$ cat src/rtl/key_map_pkg.sv
// Shared constants and the priority encoder for the vending-panel key mapper.
package key_map_pkg;

  localparam int KEY_W  = 6;
  localparam int CODE_W = 3;

  localparam logic [CODE_W-1:0] KEY_NONE = 3'd0;
  localparam logic [CODE_W-1:0] KEY_1    = 3'd1;
  localparam logic [CODE_W-1:0] KEY_2    = 3'd2;
  localparam logic [CODE_W-1:0] KEY_3    = 3'd3;
  localparam logic [CODE_W-1:0] KEY_4    = 3'd4;
  localparam logic [CODE_W-1:0] KEY_5    = 3'd5;
  localparam logic [CODE_W-1:0] KEY_6    = 3'd6;

  // Scan upward so the highest set bit (leftmost key, lowest code) wins.
  function automatic logic [CODE_W-1:0] encode_key(input logic [KEY_W-1:0] vec);
    logic [CODE_W-1:0] code;
    code = KEY_NONE;
    for (int i = 0; i < KEY_W; i++) begin
      if (vec[i]) code = CODE_W'(KEY_W - i);
    end
    return code;
  endfunction

  function automatic logic multi_key(input logic [KEY_W-1:0] vec);
    return (vec & (vec - KEY_W'(1))) != '0;
  endfunction

endpackage

$ cat src/rtl/key_debounce.sv
// Per-bit input synchroniser followed by a whole-vector debouncer for the key bus.
module key_debounce
  import key_map_pkg::*;
#(
  parameter int SYNC_STAGES     = 2,
  parameter int DEBOUNCE_CYCLES = 16
) (
  input  logic             clk,
  input  logic             rst_n,
  input  logic [KEY_W-1:0] key_in,
  output logic [KEY_W-1:0] key_db
);

  localparam int CNT_W = $clog2(DEBOUNCE_CYCLES + 1);
  localparam logic [CNT_W-1:0] CNT_MAX  = CNT_W'(DEBOUNCE_CYCLES);
  localparam logic [CNT_W-1:0] CNT_LOAD = CNT_W'(DEBOUNCE_CYCLES - 1);

  logic [KEY_W-1:0] sync_reg [SYNC_STAGES];
  logic [KEY_W-1:0] sample_reg;
  logic [KEY_W-1:0] db_reg;
  logic [CNT_W-1:0] cnt_reg;
  logic [KEY_W-1:0] sync_vec;

  genvar gi;
  generate
    for (gi = 0; gi < SYNC_STAGES; gi++) begin : g_sync
      always_ff @(posedge clk or negedge rst_n) begin
        if (!rst_n) begin
          sync_reg[gi] <= '0;
        end else if (gi == 0) begin
          sync_reg[gi] <= key_in;
        end else begin
          sync_reg[gi] <= sync_reg[(gi > 0) ? gi - 1 : 0];
        end
      end
    end
  endgenerate

  assign sync_vec = sync_reg[SYNC_STAGES-1];

  // Any change restarts the stability window; the vector is accepted once it has held long enough.
  always_ff @(posedge clk or negedge rst_n) begin
    if (!rst_n) begin
      sample_reg <= '0;
      cnt_reg    <= '0;
      db_reg     <= '0;
    end else if (sync_vec != sample_reg) begin
      sample_reg <= sync_vec;
      cnt_reg    <= '0;
    end else begin
      if (cnt_reg != CNT_MAX) cnt_reg <= cnt_reg + CNT_W'(1);
      if (cnt_reg == CNT_LOAD) db_reg <= sample_reg;
    end
  end

  assign key_db = db_reg;

endmodule

$ cat src/rtl/key_mapper.sv
// Vending-panel key mapper: debounced six-key bus to a 3-bit code with a press strobe.
// Define KEY_MAP_MULTI_ERR_EN to add key_err and blank the code while several keys are down.
module key_mapper
  import key_map_pkg::*;
#(
  parameter int SYNC_STAGES     = 2,
  parameter int DEBOUNCE_CYCLES = 16
) (
  input  logic              clk,
  input  logic              rst_n,
  input  logic [KEY_W-1:0]  key_in,
  output logic [CODE_W-1:0] key_out,
`ifdef KEY_MAP_MULTI_ERR_EN
  output logic              key_err,
`endif
  output logic              key_valid,
  output logic              key_held
);

  logic [KEY_W-1:0]  key_db;
  logic [CODE_W-1:0] code_next;
  logic [CODE_W-1:0] key_out_reg;
  logic              key_valid_reg;
  logic              key_held_reg;

  key_debounce #(
    .SYNC_STAGES     (SYNC_STAGES),
    .DEBOUNCE_CYCLES (DEBOUNCE_CYCLES)
  ) u_debounce (
    .clk    (clk),
    .rst_n  (rst_n),
    .key_in (key_in),
    .key_db (key_db)
  );

`ifdef KEY_MAP_MULTI_ERR_EN
  logic multi_next;
  logic key_err_reg;

  assign multi_next = multi_key(key_db);
  assign code_next  = multi_next ? KEY_NONE : encode_key(key_db);

  always_ff @(posedge clk or negedge rst_n) begin
    if (!rst_n) key_err_reg <= 1'b0;
    else        key_err_reg <= multi_next;
  end

  assign key_err = key_err_reg;
`else
  assign code_next = encode_key(key_db);
`endif

  // Strobe only on arrival of a different nonzero code; releases stay silent.
  always_ff @(posedge clk or negedge rst_n) begin
    if (!rst_n) begin
      key_out_reg   <= KEY_NONE;
      key_valid_reg <= 1'b0;
      key_held_reg  <= 1'b0;
    end else begin
      key_out_reg   <= code_next;
      key_valid_reg <= (code_next != KEY_NONE) && (code_next != key_out_reg);
      key_held_reg  <= (key_db != '0);
    end
  end

  assign key_out   = key_out_reg;
  assign key_valid = key_valid_reg;
  assign key_held  = key_held_reg;

endmodule

$ cat config.mk
export PLATFORM = sky130hd
export DESIGN_NAME = key_mapper
export DESIGN_NICKNAME = d
export VERILOG_FILES = /design/src/rtl/key_map_pkg.sv /design/src/rtl/key_debounce.sv /design/src/rtl/key_mapper.sv
export SDC_FILE = /design/constraint.sdc
export NUM_CORES = 1
export LEC_CHECK = 0
export ABC_AREA = 1
export BUFFER_PORTS_ARGS = -buffer_cell sky130_fd_sc_hd__buf_2
export CAP_MARGIN = 20
export CORE_ASPECT_RATIO = 0.5
export CORE_MARGIN = 5
export CORE_UTILIZATION = 45
export DETAILED_ROUTE_END_ITERATION = 6
export PLACE_DENSITY = 0.7
export SYNTH_ARGS = -nofsm -noshare
export SYNTH_HDL_FRONTEND = slang
export SYNTH_SLANG_ARGS = --single-unit
$ cat constraint.sdc
create_clock -name clk -period 2.75 [get_ports clk]
set_input_delay 0.275 -clock clk [delete_from_list [all_inputs] [get_ports clk]]
set_output_delay 0.275 -clock clk [all_outputs]
set_load 0.005 [all_outputs]
==> impl_metrics.ini <==
[yosys]
yosys.area.top_type = dfrtp_1
ys_ff_latch = 34
avgSynthCellArea_um2 = 10.3
synth_seq_area_share_pct = 62.6
syn_nets = 143
synth-main-ff-cell = dfrtp_1
synth-async-reset-ratio_pct = 100
synth_warnings = 0
synth_edf_count = 0
synth_area_um2 = 1360
yosysMostFrequentCell = dfrtp_1
synth_area_leaders = dfrtp_1, nand2_1, inv_1, nand4_1, ha_1
ys_top_cells_by_count = dfrtp_1, nand2_1, inv_1, nor2_1, nand4_1
synth_top_area_share_pct = 62.6
synthCells = 132
synth_cell_type_count = 21

[sta]
slew_headroom_pct = 51.1
worst_pin_slew_ps = 733
tns_ps = 0
final_hold_viol_count = 0
skew_ps = 4.68
rsz0062_at_grt = no
fin_hold_ws_ps = 49.1
final-max-slew-violation-count = 0
min_period_ps = 1400
max_freq_mhz = 716
finalCritPeriodShare_pct = 50.8
final-setup-viol-count = 0

[cts]
cts_setup_buffers = 0
root_buffer = clkbuf_8
cts.sinks = 34
cts_tree = built
cts.path.max_buffers = 2
path_clk_slew_ps = 60
hold_buffers = 0
numCtsBuffers = 5
clk_latency_ps = 280
htreeDepth = 2
ctsResizeCount = 0

[power]
p_leak_uw = 0.000777
ir_drop_uv = 247
total_power_uw = 928
cellPowerDensity_nw_per_um2 = 603

[final_layout]
nets = 156
antenna_cells = 0
fin_cells = 186
area_delta_synth_final_pct = 13.2
layout-drive-gt1-share_pct = 18.5

[critical_path]
reg2reg_to = u_debounce.key_db[0]
reg2reg_slack_ps = 1350
end_kind = flip-flop
cp.required_ps = 2920
crit_fanout = 7
r2r_start = u_debounce.cnt_reg[1]
r2r_cells = 7
crit_arrival_ps = 1570
timing_worst_setup_path_type = reg2reg
startpoint_type = flip-flop

[global_route]
overflow = 0
grt_pass1_wl_um = 3530
grt_pass1_vias = 826
grt_max_degree = 35
antenna_found_initial = 0
grt_use_total_pct = 11.1

[die]
core_um2 = 2940
ios = 13
die_w_um = 87.7
die-area_um2 = 4290
rows = 14
start_util_pct = 46.2
chipHeight_um = 48.9

[detailed_routing]
vias = 852
drc = 0
routed_wl_um = 1980
wl_per_cell_um = 10.6
drt_pass1_iterations = 4
avgViaCountPerCell = 4.58
initialDrtViolationCount = 31
ant_nets = 0

[placement]
dp_cells = 178
gp_congestion = 0.780
portBuffers = 12
hpwl_um = 1400

[outcome]
outcome = finished, final reports clean

[min_path]
hold_class = in2async

[job]
maxCapViolations = 0
-- cells by family (layout without fill, tap and decap cells) --
kind of cell | count (synthesis) | in the layout | synth area share, %
AOI/OAI and AO/OA | 5 | 5 | 3.40
xor gates and xnor gates | 4 | 4 | 2.58
adders and majority gates | 3 | 3 | 2.76
buffers and inverters | 22 | 36 | 6.07
DFF | 34 | 34 | 62.6
and+or+nand+nor | 64 | 64 | 22.6
-- per-layer routing --
metal	GRT usage [%]	routed length, um	vias up
li1	-	-	433
met1	13.3	961	399
met2	15.5	847	13
met3	4.55	89	7
met4	9.18	80	0
met5	0	0	-
-- power breakdown --
part / switching [uW] / internal (uW) / leakage (uW) / total, uW
clock: 170 / 202 / 0.0000482 / 372
combinational: 23.9 / 10.9 / 0.000295 / 34.8
sequential: 7.37 / 514 / 0.000433 / 521
total: 201 / 726 / 0.000777 / 928
-- layout make-up --
type,count,area [um2]
Timing Repair Buffer,12,60.1
Sequential cell,34,851
Clock inverter,1,5.00
Multi-Input combinational cell,76,427
Tap cell,40,50.0
Fill cell,268,1400
Clock buffer,7,86.3
Inverter,16,60.1
-- per-stage QoR --
| step | util (%) | cell area [um2] | setup WS (ps) |
|---|---|---|---|
| 3_3_place_gp | 49.2 | 1450 | 1400 |
| 3_5_place_dp | 49.2 | 1450 | 1350 |
| 2_1_floorplan | - | 1360 | 1480 |
| 5_1_grt | 52.3 | 1540 | 1220 |
| 4_1_cts | 52.3 | 1540 | 1330 |
| 6_report | 52.3 | 1540 | 1350 |
-- worst max path at each step --
| stage | startpoint | to | slack (ps) | depth (start not counted) |
|---|---|---|---|---|
| after global placement | u_debounce.cnt_reg[1] | u_debounce.key_db[3] | 1400 | 7 |
| after floorplan | u_debounce.cnt_reg[1] | u_debounce.key_db[3] | 1480 | 7 |
| after CTS | u_debounce.cnt_reg[1] | u_debounce.key_db[0] | 1330 | 7 |
| final | u_debounce.cnt_reg[1] | u_debounce.key_db[0] | 1350 | 7 |
| after global routing | u_debounce.cnt_reg[1] | u_debounce.key_db[0] | 1220 | 7 |
| after detailed placement | u_debounce.cnt_reg[1] | u_debounce.key_db[0] | 1350 | 7 |
-- placed cells by master (no fill, tap or decap) --
cell / count
dfrtp_1: 34
nand2_1: 32
inv_1: 16
buf_2: 12
nor2_1: 9
nand4_1: 8
nand3_1: 6
clkbuf_8: 6
xor2_1: 3
ha_1: 3
nand3b_1: 2
or2_2: 2
a21oi_2: 2
o21bai_1: 1
nor3_1: 1
a21oi_1: 1
xnor2_1: 1
nor2_4: 1
or2_1: 1
a21oi_4: 1
nand2_2: 1
nand3_4: 1
clkinv_2: 1
clkbuf_1: 1
-- critical path, stage by stage (launching register included) --
cell     delay [ps]
dfrtp_1         390
ha_1            170
nand2_1          60
nor2_1           90
ha_1            320
nand3_4         130
nand2_1          80
nand2_1          50
Power figures use the tool's default switching activity.
